`src/rtl/cpu_sequencer_ws_pkg.sv`:
```
// Shared definitions for the wait-state control sequencer: opcodes, the
// sequencer state encoding and the Moore control-word decode.
package cpu_seq_pkg;

    localparam logic [3:0] OP_LOAD  = 4'd0;
    localparam logic [3:0] OP_STORE = 4'd1;
    localparam logic [3:0] OP_ADD   = 4'd2;
    localparam logic [3:0] OP_SUB   = 4'd3;
    localparam logic [3:0] OP_XOR   = 4'd4;
    localparam logic [3:0] OP_BEQ   = 4'd5;
    localparam logic [3:0] OP_BNE   = 4'd6;
    localparam logic [3:0] OP_JMP   = 4'd7;
    localparam logic [3:0] OP_HALT  = 4'd8;

    typedef enum logic [3:0] {
        FETCH0 = 4'd0,
        FMEM   = 4'd1,
        FETCH2 = 4'd2,
        DECODE = 4'd3,
        EADDR  = 4'd4,
        RMEM   = 4'd5,
        EXEC   = 4'd6,
        STORE1 = 4'd7,
        WMEM   = 4'd8,
        BRANCH = 4'd9,
        HALT   = 4'd10
    } state_t;

    typedef struct packed {
        logic acc_bus;
        logic load_acc;
        logic pc_bus;
        logic load_pc;
        logic load_ir;
        logic load_mar;
        logic mdr_bus;
        logic load_mdr;
        logic alu_acc;
        logic alu_add;
        logic alu_sub;
        logic alu_xor;
        logic inc_pc;
        logic addr_bus;
        logic cs;
        logic r_nw;
    } ctrl_t;

    localparam ctrl_t CTRL_IDLE = '{r_nw: 1'b1, default: 1'b0};

    function automatic logic is_mem_state(input state_t s);
        return (s == FMEM) || (s == RMEM) || (s == WMEM);
    endfunction

    // Opcode-independent part of the control word for each state
    function automatic ctrl_t state_ctrl(input state_t s);
        ctrl_t c;
        c = CTRL_IDLE;
        case (s)
            FETCH0: begin
                c.pc_bus   = 1'b1;
                c.load_mar = 1'b1;
                c.inc_pc   = 1'b1;
                c.load_pc  = 1'b1;
            end
            FMEM, RMEM: c.cs = 1'b1;
            FETCH2: begin
                c.mdr_bus = 1'b1;
                c.load_ir = 1'b1;
            end
            EADDR: begin
                c.addr_bus = 1'b1;
                c.load_mar = 1'b1;
            end
            EXEC: begin
                c.mdr_bus  = 1'b1;
                c.load_acc = 1'b1;
            end
            STORE1: begin
                c.acc_bus  = 1'b1;
                c.load_mdr = 1'b1;
            end
            WMEM: begin
                c.cs      = 1'b1;
                c.r_nw    = 1'b0;
                c.mdr_bus = 1'b1;
            end
            BRANCH: begin
                c.addr_bus = 1'b1;
                c.load_pc  = 1'b1;
            end
            default: c = CTRL_IDLE;
        endcase
        return c;
    endfunction

endpackage

```
`src/rtl/cpu_sequencer_ws_if.sv`:
```
// Control/status bundle between the sequencer (master) and the sysbus
// datapath (slave); signal names match the legacy CPU control lines.
interface cpu_sequencer_ws_if #(
    parameter int OP_W = 4
);
    logic [OP_W-1:0] op;
    logic            z_flag;
    logic            mem_ready;

    logic ACC_bus, load_ACC, PC_bus, load_PC, load_IR, load_MAR, MDR_bus, load_MDR;
    logic ALU_ACC, ALU_add, ALU_sub, ALU_xor, INC_PC, Addr_bus, CS, R_NW;
    logic halted, illegal_op, bus_error;

    modport master (
        input  op, z_flag, mem_ready,
        output ACC_bus, load_ACC, PC_bus, load_PC, load_IR, load_MAR, MDR_bus, load_MDR,
        output ALU_ACC, ALU_add, ALU_sub, ALU_xor, INC_PC, Addr_bus, CS, R_NW,
        output halted, illegal_op, bus_error
    );

    modport slave (
        output op, z_flag, mem_ready,
        input  ACC_bus, load_ACC, PC_bus, load_PC, load_IR, load_MAR, MDR_bus, load_MDR,
        input  ALU_ACC, ALU_add, ALU_sub, ALU_xor, INC_PC, Addr_bus, CS, R_NW,
        input  halted, illegal_op, bus_error
    );
endinterface

```
`src/rtl/cpu_sequencer_ws_wait_timer.sv`:
```
// Per-access wait-state counter: counts not-ready cycles of one memory access
// and flags the cycle on which the access has exceeded WAIT_MAX.
module seq_wait_timer #(
    parameter int WAIT_MAX = 15
) (
    input  logic i_clk,
    input  logic i_rst_n,
    input  logic i_in_mem,
    input  logic i_ready,
    output logic o_timeout
);
    localparam int             CNT_W     = (WAIT_MAX < 1) ? 1 : $clog2(WAIT_MAX + 1);
    localparam logic [CNT_W-1:0] CNT_ZERO  = {CNT_W{1'b0}};
    localparam logic [CNT_W-1:0] CNT_ONE   = CNT_W'(1);
    localparam logic [CNT_W-1:0] CNT_SAT   = {CNT_W{1'b1}};
    localparam logic [CNT_W-1:0] CNT_LIMIT = CNT_W'(WAIT_MAX);

    logic [CNT_W-1:0] r_cnt;

    // Held at zero outside memory states so every access starts from zero
    always_ff @(posedge i_clk or negedge i_rst_n) begin
        if (!i_rst_n) begin
            r_cnt <= CNT_ZERO;
        end else if (!i_in_mem) begin
            r_cnt <= CNT_ZERO;
        end else if (!i_ready && (r_cnt != CNT_SAT)) begin
            r_cnt <= r_cnt + CNT_ONE;
        end else begin
            r_cnt <= r_cnt;
        end
    end

    generate
        if (WAIT_MAX > 0) begin : g_timeout
            // A ready cycle always completes the access, even at the limit
            assign o_timeout = i_in_mem && !i_ready && (r_cnt == CNT_LIMIT);
        end else begin : g_no_timeout
            assign o_timeout = 1'b0;
        end
    endgenerate

endmodule

```
`src/rtl/cpu_sequencer_ws.sv`:
```
// Sysbus control sequencer with 4-bit opcode space, mem_ready wait states,
// wait-state timeout (sticky bus_error) and illegal-opcode reporting.
module cpu_sequencer_ws
    import cpu_seq_pkg::*;
#(
    parameter int WORD_W   = 8,
    parameter int OP_W     = 4,
    parameter int WAIT_MAX = 15
) (
    input  logic               clock,
    input  logic               n_reset,
    cpu_sequencer_ws_if.master bus
);
    generate
        if (OP_W < 4 || WORD_W < 1) begin : g_bad_params
            $error("cpu_sequencer_ws: OP_W must be >= 4 and WORD_W >= 1");
        end
    endgenerate

    state_t r_state;
    state_t w_state_nxt;
    logic   r_bus_error;
    logic   w_in_mem;
    logic   w_timeout;
    logic   w_op_illegal;
    logic   w_take_branch;
    logic   w_branch_op;
    ctrl_t  w_ctrl_raw;
    ctrl_t  w_ctrl;

    assign w_in_mem      = is_mem_state(r_state);
    assign w_op_illegal  = (bus.op > OP_W'(OP_HALT));
    assign w_branch_op   = (bus.op == OP_W'(OP_BEQ)) || (bus.op == OP_W'(OP_BNE));
    assign w_take_branch = (bus.op == OP_W'(OP_JMP))
                         || ((bus.op == OP_W'(OP_BEQ)) && bus.z_flag)
                         || ((bus.op == OP_W'(OP_BNE)) && !bus.z_flag);

    seq_wait_timer #(
        .WAIT_MAX (WAIT_MAX)
    ) u_wait_timer (
        .i_clk     (clock),
        .i_rst_n   (n_reset),
        .i_in_mem  (w_in_mem),
        .i_ready   (bus.mem_ready),
        .o_timeout (w_timeout)
    );

    // Next-state selection
    always_comb begin
        w_state_nxt = r_state;
        case (r_state)
            FETCH0: w_state_nxt = FMEM;
            FMEM: begin
                if (w_timeout)          w_state_nxt = HALT;
                else if (bus.mem_ready) w_state_nxt = FETCH2;
                else                    w_state_nxt = FMEM;
            end
            FETCH2: w_state_nxt = DECODE;
            DECODE: begin
                if (w_op_illegal)                   w_state_nxt = FETCH0;
                else if (bus.op == OP_W'(OP_HALT))  w_state_nxt = HALT;
                else if (w_take_branch)             w_state_nxt = BRANCH;
                else if (w_branch_op)               w_state_nxt = FETCH0;
                else                                w_state_nxt = EADDR;
            end
            EADDR: begin
                if (bus.op == OP_W'(OP_STORE)) w_state_nxt = STORE1;
                else                           w_state_nxt = RMEM;
            end
            RMEM: begin
                if (w_timeout)          w_state_nxt = HALT;
                else if (bus.mem_ready) w_state_nxt = EXEC;
                else                    w_state_nxt = RMEM;
            end
            EXEC:   w_state_nxt = FETCH0;
            STORE1: w_state_nxt = WMEM;
            WMEM: begin
                if (w_timeout)          w_state_nxt = HALT;
                else if (bus.mem_ready) w_state_nxt = FETCH0;
                else                    w_state_nxt = WMEM;
            end
            BRANCH: w_state_nxt = FETCH0;
            HALT:   w_state_nxt = HALT;
            default: w_state_nxt = FETCH0;
        endcase
    end

    // State register and sticky bus error
    always_ff @(posedge clock or negedge n_reset) begin
        if (!n_reset) begin
            r_state     <= FETCH0;
            r_bus_error <= 1'b0;
        end else begin
            r_state     <= w_state_nxt;
            r_bus_error <= r_bus_error | w_timeout;
        end
    end

    // Moore control word, plus ALU select in EXEC and ready-qualified MDR load
    always_comb begin
        w_ctrl_raw          = state_ctrl(r_state);
        w_ctrl_raw.alu_acc  = (r_state == EXEC) && (bus.op == OP_W'(OP_LOAD));
        w_ctrl_raw.alu_add  = (r_state == EXEC) && (bus.op == OP_W'(OP_ADD));
        w_ctrl_raw.alu_sub  = (r_state == EXEC) && (bus.op == OP_W'(OP_SUB));
        w_ctrl_raw.alu_xor  = (r_state == EXEC) && (bus.op == OP_W'(OP_XOR));
        w_ctrl_raw.load_mdr = w_ctrl_raw.load_mdr
                            | (((r_state == FMEM) || (r_state == RMEM)) && bus.mem_ready);
    end

    // Controls stay idle while reset is held, even though the state is FETCH0
    assign w_ctrl = n_reset ? w_ctrl_raw : CTRL_IDLE;

    assign bus.ACC_bus    = w_ctrl.acc_bus;
    assign bus.load_ACC   = w_ctrl.load_acc;
    assign bus.PC_bus     = w_ctrl.pc_bus;
    assign bus.load_PC    = w_ctrl.load_pc;
    assign bus.load_IR    = w_ctrl.load_ir;
    assign bus.load_MAR   = w_ctrl.load_mar;
    assign bus.MDR_bus    = w_ctrl.mdr_bus;
    assign bus.load_MDR   = w_ctrl.load_mdr;
    assign bus.ALU_ACC    = w_ctrl.alu_acc;
    assign bus.ALU_add    = w_ctrl.alu_add;
    assign bus.ALU_sub    = w_ctrl.alu_sub;
    assign bus.ALU_xor    = w_ctrl.alu_xor;
    assign bus.INC_PC     = w_ctrl.inc_pc;
    assign bus.Addr_bus   = w_ctrl.addr_bus;
    assign bus.CS         = w_ctrl.cs;
    assign bus.R_NW       = w_ctrl.r_nw;
    assign bus.halted     = (r_state == HALT);
    assign bus.illegal_op = (r_state == DECODE) && w_op_illegal;
    assign bus.bus_error  = r_bus_error;

endmodule

```
`src/flat_wrapper.sv`:
```
// flat-port wrapper written by rule: the top's interface ports become plain ports
module cpu_sequencer_ws_flat import cpu_seq_pkg::*;
#(
    parameter int WORD_W   = 8,
    parameter int OP_W     = 4,
    parameter int WAIT_MAX = 15
)
  (clock, n_reset, bus_op, bus_z_flag, bus_mem_ready, bus_ACC_bus, bus_load_ACC, bus_PC_bus, bus_load_PC, bus_load_IR, bus_load_MAR, bus_MDR_bus, bus_load_MDR, bus_ALU_ACC, bus_ALU_add, bus_ALU_sub, bus_ALU_xor, bus_INC_PC, bus_Addr_bus, bus_CS, bus_R_NW, bus_halted, bus_illegal_op, bus_bus_error);
  cpu_sequencer_ws_if #(.OP_W(OP_W)) bus_i ();
  input  logic clock;
  input  logic n_reset;
  input wire logic [$bits(bus_i.op)-1:0] bus_op;
  input wire logic [$bits(bus_i.z_flag)-1:0] bus_z_flag;
  input wire logic [$bits(bus_i.mem_ready)-1:0] bus_mem_ready;
  output wire logic [$bits(bus_i.ACC_bus)-1:0] bus_ACC_bus;
  output wire logic [$bits(bus_i.load_ACC)-1:0] bus_load_ACC;
  output wire logic [$bits(bus_i.PC_bus)-1:0] bus_PC_bus;
  output wire logic [$bits(bus_i.load_PC)-1:0] bus_load_PC;
  output wire logic [$bits(bus_i.load_IR)-1:0] bus_load_IR;
  output wire logic [$bits(bus_i.load_MAR)-1:0] bus_load_MAR;
  output wire logic [$bits(bus_i.MDR_bus)-1:0] bus_MDR_bus;
  output wire logic [$bits(bus_i.load_MDR)-1:0] bus_load_MDR;
  output wire logic [$bits(bus_i.ALU_ACC)-1:0] bus_ALU_ACC;
  output wire logic [$bits(bus_i.ALU_add)-1:0] bus_ALU_add;
  output wire logic [$bits(bus_i.ALU_sub)-1:0] bus_ALU_sub;
  output wire logic [$bits(bus_i.ALU_xor)-1:0] bus_ALU_xor;
  output wire logic [$bits(bus_i.INC_PC)-1:0] bus_INC_PC;
  output wire logic [$bits(bus_i.Addr_bus)-1:0] bus_Addr_bus;
  output wire logic [$bits(bus_i.CS)-1:0] bus_CS;
  output wire logic [$bits(bus_i.R_NW)-1:0] bus_R_NW;
  output wire logic [$bits(bus_i.halted)-1:0] bus_halted;
  output wire logic [$bits(bus_i.illegal_op)-1:0] bus_illegal_op;
  output wire logic [$bits(bus_i.bus_error)-1:0] bus_bus_error;
  assign bus_i.op = bus_op;
  assign bus_i.z_flag = bus_z_flag;
  assign bus_i.mem_ready = bus_mem_ready;
  assign bus_ACC_bus = bus_i.ACC_bus;
  assign bus_load_ACC = bus_i.load_ACC;
  assign bus_PC_bus = bus_i.PC_bus;
  assign bus_load_PC = bus_i.load_PC;
  assign bus_load_IR = bus_i.load_IR;
  assign bus_load_MAR = bus_i.load_MAR;
  assign bus_MDR_bus = bus_i.MDR_bus;
  assign bus_load_MDR = bus_i.load_MDR;
  assign bus_ALU_ACC = bus_i.ALU_ACC;
  assign bus_ALU_add = bus_i.ALU_add;
  assign bus_ALU_sub = bus_i.ALU_sub;
  assign bus_ALU_xor = bus_i.ALU_xor;
  assign bus_INC_PC = bus_i.INC_PC;
  assign bus_Addr_bus = bus_i.Addr_bus;
  assign bus_CS = bus_i.CS;
  assign bus_R_NW = bus_i.R_NW;
  assign bus_halted = bus_i.halted;
  assign bus_illegal_op = bus_i.illegal_op;
  assign bus_bus_error = bus_i.bus_error;
  cpu_sequencer_ws #(.WORD_W(WORD_W), .OP_W(OP_W), .WAIT_MAX(WAIT_MAX)) u_core (.clock(clock), .n_reset(n_reset), .bus(bus_i));
endmodule
```
`config.mk`:
```
export PLATFORM = sky130hd
export DESIGN_NAME = cpu_sequencer_ws_flat
export DESIGN_NICKNAME = d
export VERILOG_FILES = /design/src/rtl/cpu_sequencer_ws_pkg.sv /design/src/rtl/cpu_sequencer_ws_if.sv /design/src/rtl/cpu_sequencer_ws_wait_timer.sv /design/src/rtl/cpu_sequencer_ws.sv /design/src/flat_wrapper.sv
export SDC_FILE = /design/constraint.sdc
export NUM_CORES = 1
export LEC_CHECK = 0
export BUFFER_PORTS_ARGS = -buffer_cell sky130_fd_sc_hd__buf_2
export CAP_MARGIN = 40
export CORE_MARGIN = 3
export CORE_UTILIZATION = 54
export CTS_BUF_LIST = sky130_fd_sc_hd__clkbuf_2
export DETAILED_ROUTE_END_ITERATION = 6
export HOLD_SLACK_MARGIN = 0.12
export PLACE_DENSITY = 0.85
export REMOVE_ABC_BUFFERS = 1
export SYNTH_ARGS = -nofsm -noshare
export SYNTH_HDL_FRONTEND = slang
export SYNTH_SLANG_ARGS = --single-unit
```
`constraint.sdc`:
```
create_clock -name clock -period 4.5 [get_ports clock]
set_input_delay 0.45 -clock clock [delete_from_list [all_inputs] [get_ports clock]]
set_output_delay 0.45 -clock clock [all_outputs]
set_load 0.005 [all_outputs]
```
### Word-level counts from Yosys, hierarchy flattened

Index checks and enable logic that the tools add are counted.

* input port bits: 8
* output and inout port bits: 19
* register bits after elaboration: 9

* eq/ne operators: 21
* bitwise operators: 2
* reductions and logical operators: 25
* order comparisons: 1
* add/subtract/negate cells: 1
* mux-type cells: 25

Operators with widths (count)
* 2-to-1 mux 4 bit: 9
* case mux 4 bit (9 select lines): 1
* equality test 4 x 3 -> 1 bit, second input constant: 8
* equality test 4 bit, second input constant: 5
* equality test 4 x 2 -> 1 bit, second input constant: 4
* 2-to-1 mux 16 bit: 1
* logical AND 1 bit: 11
* 2-to-1 mux 1 bit: 10
* equality test 4 x 1 -> 1 bit, second input constant: 2
* zero test 4 bit: 2
* 2-to-1 mux 2 bit: 3
* OR reduction 2 bit: 3
* OR reduction 3 bit: 2
* logical OR 1 bit: 5
* adder 4 x 1 -> 4 bit, second input constant: 1
* > comparator 4 bit, second input constant: 1
* inequality test 4 bit, second input constant: 1
* 2-to-1 mux 3 bit: 1
* zero test 1 bit: 2
* inequality test 2 x 1 -> 1 bit, second input constant: 1
* OR 1 bit: 2

### Logic depth before layout (Yosys ltp)

* depth after elaboration: 8
* depth in mapped cells: 5
* depth with buffers taken out: 4

### By module

From an unflattened synthesis, not the netlist that was laid out.

* cells, all modules: 98
* area, all modules: 845.8 µm²

Modules (own cells, without submodules)
* cpu_sequencer_ws: area each 620.6 µm², seq. area each 125.1 µm², cells an instance 76, instances 1
* seq_wait_timer: area each 225.2 µm², seq. area each 100.1 µm², cells an instance 22, instances 1

### Worst setup path before layout

Ideal clock, no wire load.

* kind: reg-to-output
* start point: reg u_core.r_state[1]
* end point: out bus_PC_bus
* path slack: 2867 ps
* required time: 4050 ps
* arrival time: 1183 ps
* cell stages (with the launch flop): 6
* path buffers: 2
* cell sequence: dfrtp_1 > buf_4 > inv_1 > nand2_1 > nor4_1 > buf_4

* word-level cells in the longest chain between the ends: 3

RTL lines
* start, declared: line cpu_sequencer_ws.sv:20 `state_t r_state;`
* start signal, assigned: line cpu_sequencer_ws.sv:94 `r_state <= w_state_nxt;`
* zero test 4 bit: line cpu_sequencer_ws_pkg.sv:58 `case (s)`
* 2-to-1 mux 1 bit: line cpu_sequencer_ws_pkg.sv:58
* 2-to-1 mux 16 bit: line cpu_sequencer_ws.sv:111 `assign w_ctrl = n_reset ? w_ctrl_raw : CTRL_IDLE;`
* end, declared: line flat_wrapper.sv:17 `output wire logic [$bits(bus_i.PC_bus)-1:0] bus_PC_bus;`

No other way between the ends.

### Worst setup path in the final report

* start point: in n_reset
* end point: out bus_ALU_sub

* word-level cells in the longest chain between the ends: 1

RTL lines
* start, declared: line flat_wrapper.sv:11 `input logic n_reset;`
* 2-to-1 mux 16 bit: line cpu_sequencer_ws.sv:111
* end, declared: line flat_wrapper.sv:25 `output wire logic [$bits(bus_i.ALU_sub)-1:0] bus_ALU_sub;`

No other way between the ends.

==> flow_summary.yaml <==
critical_path:
  path_max_fanout: 13
  start_kind: "input pin"
  rr_worst_depth: 4
  critPathKind: "input pin to primary output"
  worstReg2RegEnd: "u_core.u_wait_timer.r_cnt[3]$_DFFE_PN0P_"
  r2r_start: "u_core.u_wait_timer.r_cnt[0]$_DFFE_PN0P_"
  worstPathRequired_ps: 4050
  arrival_ps: 2000
  cp-startpoint: "n_reset"
  worstSetupEndpointType: "primary output"
  rrSetupSlack_ps: 2960
power:
  sequentialPowerShare_pct: 40.4
  pwr-share-clk_pct: 12.6
  peakVddDrop_uv: 306
  p_leak_nw: 0.431
  internal-power_mw: 0.216
  p_total_mw: 0.404
  p_sw_mw: 0.188
  combinationalPowerShare_pct: 47.0
  power_density_mw_per_mm2: 445
  p_sw_share_pct: 46.6
hold_path:
  hp-start: "u_core.bus.bus_error$_DFF_PN0_"
  hold_path_class: "flop to flop"
  holdPathStages: 1
  worstHoldEndpoint: "u_core.bus.bus_error$_DFF_PN0_"
yosys:
  synth_compound_gate_area_share_pct: 18.7
  synth_top_family_by_area: "simple AND/OR/NAND/NOR gates"
  muxShareOfSynthArea_pct: 2.93
  synthDistinctLibCells: 36
  synth-seq-area-share_pct: 29.3
  synth_xor_area_share_pct: 1.14
  yosysTopAreaCellShare_pct: 29.3
  ys.flop_type: "dfrtp_1"
  yosysTopAreaCell: "dfrtp_1"
  synthAdderAreaFrac_pct: 1.63
  synth_area_um2: 769
  synth_edf_count: 0
  synth_area_leaders: "dfrtp_1 (29%), a21oi_1 (4.6%), inv_1 (4.4%)"
  synthSimpleGateAreaFrac_pct: 37.1
  ys_ff_latch: 9
  syn_inst: 99
  synth.avg_cell_area_um2: 7.77
  synthArstFlopShare_pct: 100
  ys_warn_count: 0
clocking:
  ctsResizeCount: 0
  htreeDepth: 1
  cts_tree: "built"
  numCtsBuffers: 3
  cts.path.max_buffers: 2
  clk_latency_ps: 240
  post_cts_buffers: 0
  clkTransAtPathRegs_ps: 90
  root_buffer: "clkbuf_2"
  cts.sinks: 9
  ctsHoldBuffers: 1
global_route:
  antenna_found_initial: 0
  grt_pass1_vias: 705
  grt_max_degree: 18
  grt_first_pass_wirelength_mm: 3.08
  track_usage_pct: 21.0
  grt-ovfl-total: 0
drt:
  via_per_inst: 5.91
  drt-initial-drc-count: 29
  ant_nets: 0
  dr_total_vias: 815
  wl_per_cell_um: 13.0
  routed_wl_mm: 1.80
  first_pass_iters: 4
  drcViolationCount: 0
die:
  die_y_um: 43.8
  start_util_pct: 63.3
  pin_count: 27
  die_area_mm2: 0.00191
  die_w_um: 43.8
  core-area_mm2: 0.00122
  num_rows: 12
sta:
  finClkSkew_ps: 4.11
  hold_viol_final: 0
  period_needed_ps: 2450
  rsz0062_at_grt: "no"
  maxSlewHeadroom_pct: 67.9
  holdWs_ps: 494
  report.final.slew_viol_count: 0
  worst_pin_slew_ps: 481
  min_period_over_period_pct: 54.4
  setup_tns_ps: 0
  fmax_mhz: 409
  setup_violations: 0
finish:
  utilization_pct: 74.8
  n_fill_cell: 105
  multiInputGateArea_um2: 473
  fin_nets: 134
  n_antenna_cell: 0
  seq_area_um2: 225
  drive_above_1_share_pct: 27.4
  syn2layout_area_growth_pct: 18.2
place:
  place_congestion: 0.788
  hpwl_mm: 1.38
  port_buffers: 26
run:
  maxCapViolations: 0
outcome:
  outcome: "complete, no violations"
-- flip-flops by register name, summed over array words and instances, names as in the netlist --
signal                     cells
u_core.r_state                 4
u_core.u_wait_timer.r_cnt      4
u_core.bus.bus_error           1
-- cells in the mapped netlist, types with 2 or more instances --
master and n:
nand3_1 3, a31oi_1 2, nor4_1 5, o21ai_0 3, or3_1 3, nor3_1 6
buf_2 2, nor2_1 7, mux2_2 2, nand2b_1 3, dfrtp_1 9, buf_4 3
o211ai_1 2, a311oi_1 2, nand2_1 7, inv_1 9, or2_1 2, nor2b_1 3
nor3b_1 3, a21oi_1 7
-- metrics by stage --
stage	cells	setup WS, ps	cell area [um2]
6_report	138	2050	910
5_1_grt	138	1910	910
4_1_cts	138	2040	910
3_5_place_dp	133	2580	880
3_3_place_gp	133	2620	880
2_1_floorplan	93	2870	732
-- cells in the final DEF, fill, tap and decap left out, types with 4 or more instances in the layout --
master	Yosys	final
buf_2	2	26
inv_1	9	9
dfrtp_1	9	9
nor2_1	7	7
nand2_1	7	7
a21oi_1	7	7
nor3_1	6	6
nor4_1	5	5
clkbuf_2	1	4
-- power by group through the flow --
stage	Combinational, mW	Sequential, mW	Clock, mW
final	0.190	0.164	0.0508
after CTS	0.191	0.162	0.0536
after global placement	0.185	0.162	0
after detailed placement	0.190	0.164	0
after global routing	0.217	0.172	0.0580
after floorplan	0.135	0.148	0
-- logic make-up (layout without fill, tap and decap cells) --
family / Yosys count / in the layout
AO/OA/AOI/OAI: 22 / 22
XOR/XNOR: 1 / 1
adder cells (fa/ha/maj): 1 / 1
buffers and inverters: 15 / 40
flip-flops: 9 / 9
multiplexers: 2 / 2
AND/OR/NAND/NOR: 49 / 49
-- worst max-delay path, cell delays in order --
cell           delay [ps]
dlygate4sd3_1         520
buf_2                 270
nand3b_1              130
or2_1                 290
nor3_1                200
buf_2                 140
-- routing by layer --
metal | vias to the layer above | track usage [%] | wire [um]
met4 | 0 | 1.81 | 0
met1 | 372 | 29.3 | 838
met5 | - | 0 | 0
met3 | 0 | 8.30 | 146
li1 | 412 | - | -
met2 | 31 | 31.7 | 810
-- final cells by class --
class	instances	share of cell area [%]
inverters	9	3.71
multi-input cells	75	52.0
repair buffers	27	15.4
flip-flops and latches	9	24.8
clock buffers	4	2.20
well taps	14	1.93
-- how the worst max path moves through the flow --
stage	depth (start not counted)	endpoint
floorplan	3	bus_ALU_ACC
global placement	5	bus_ALU_xor
detailed placement	5	bus_ALU_sub
CTS	6	bus_ALU_xor
global route	6	bus_ALU_xor
finish	6	bus_ALU_sub
Note: power is estimated with default switching activity, not from simulation.
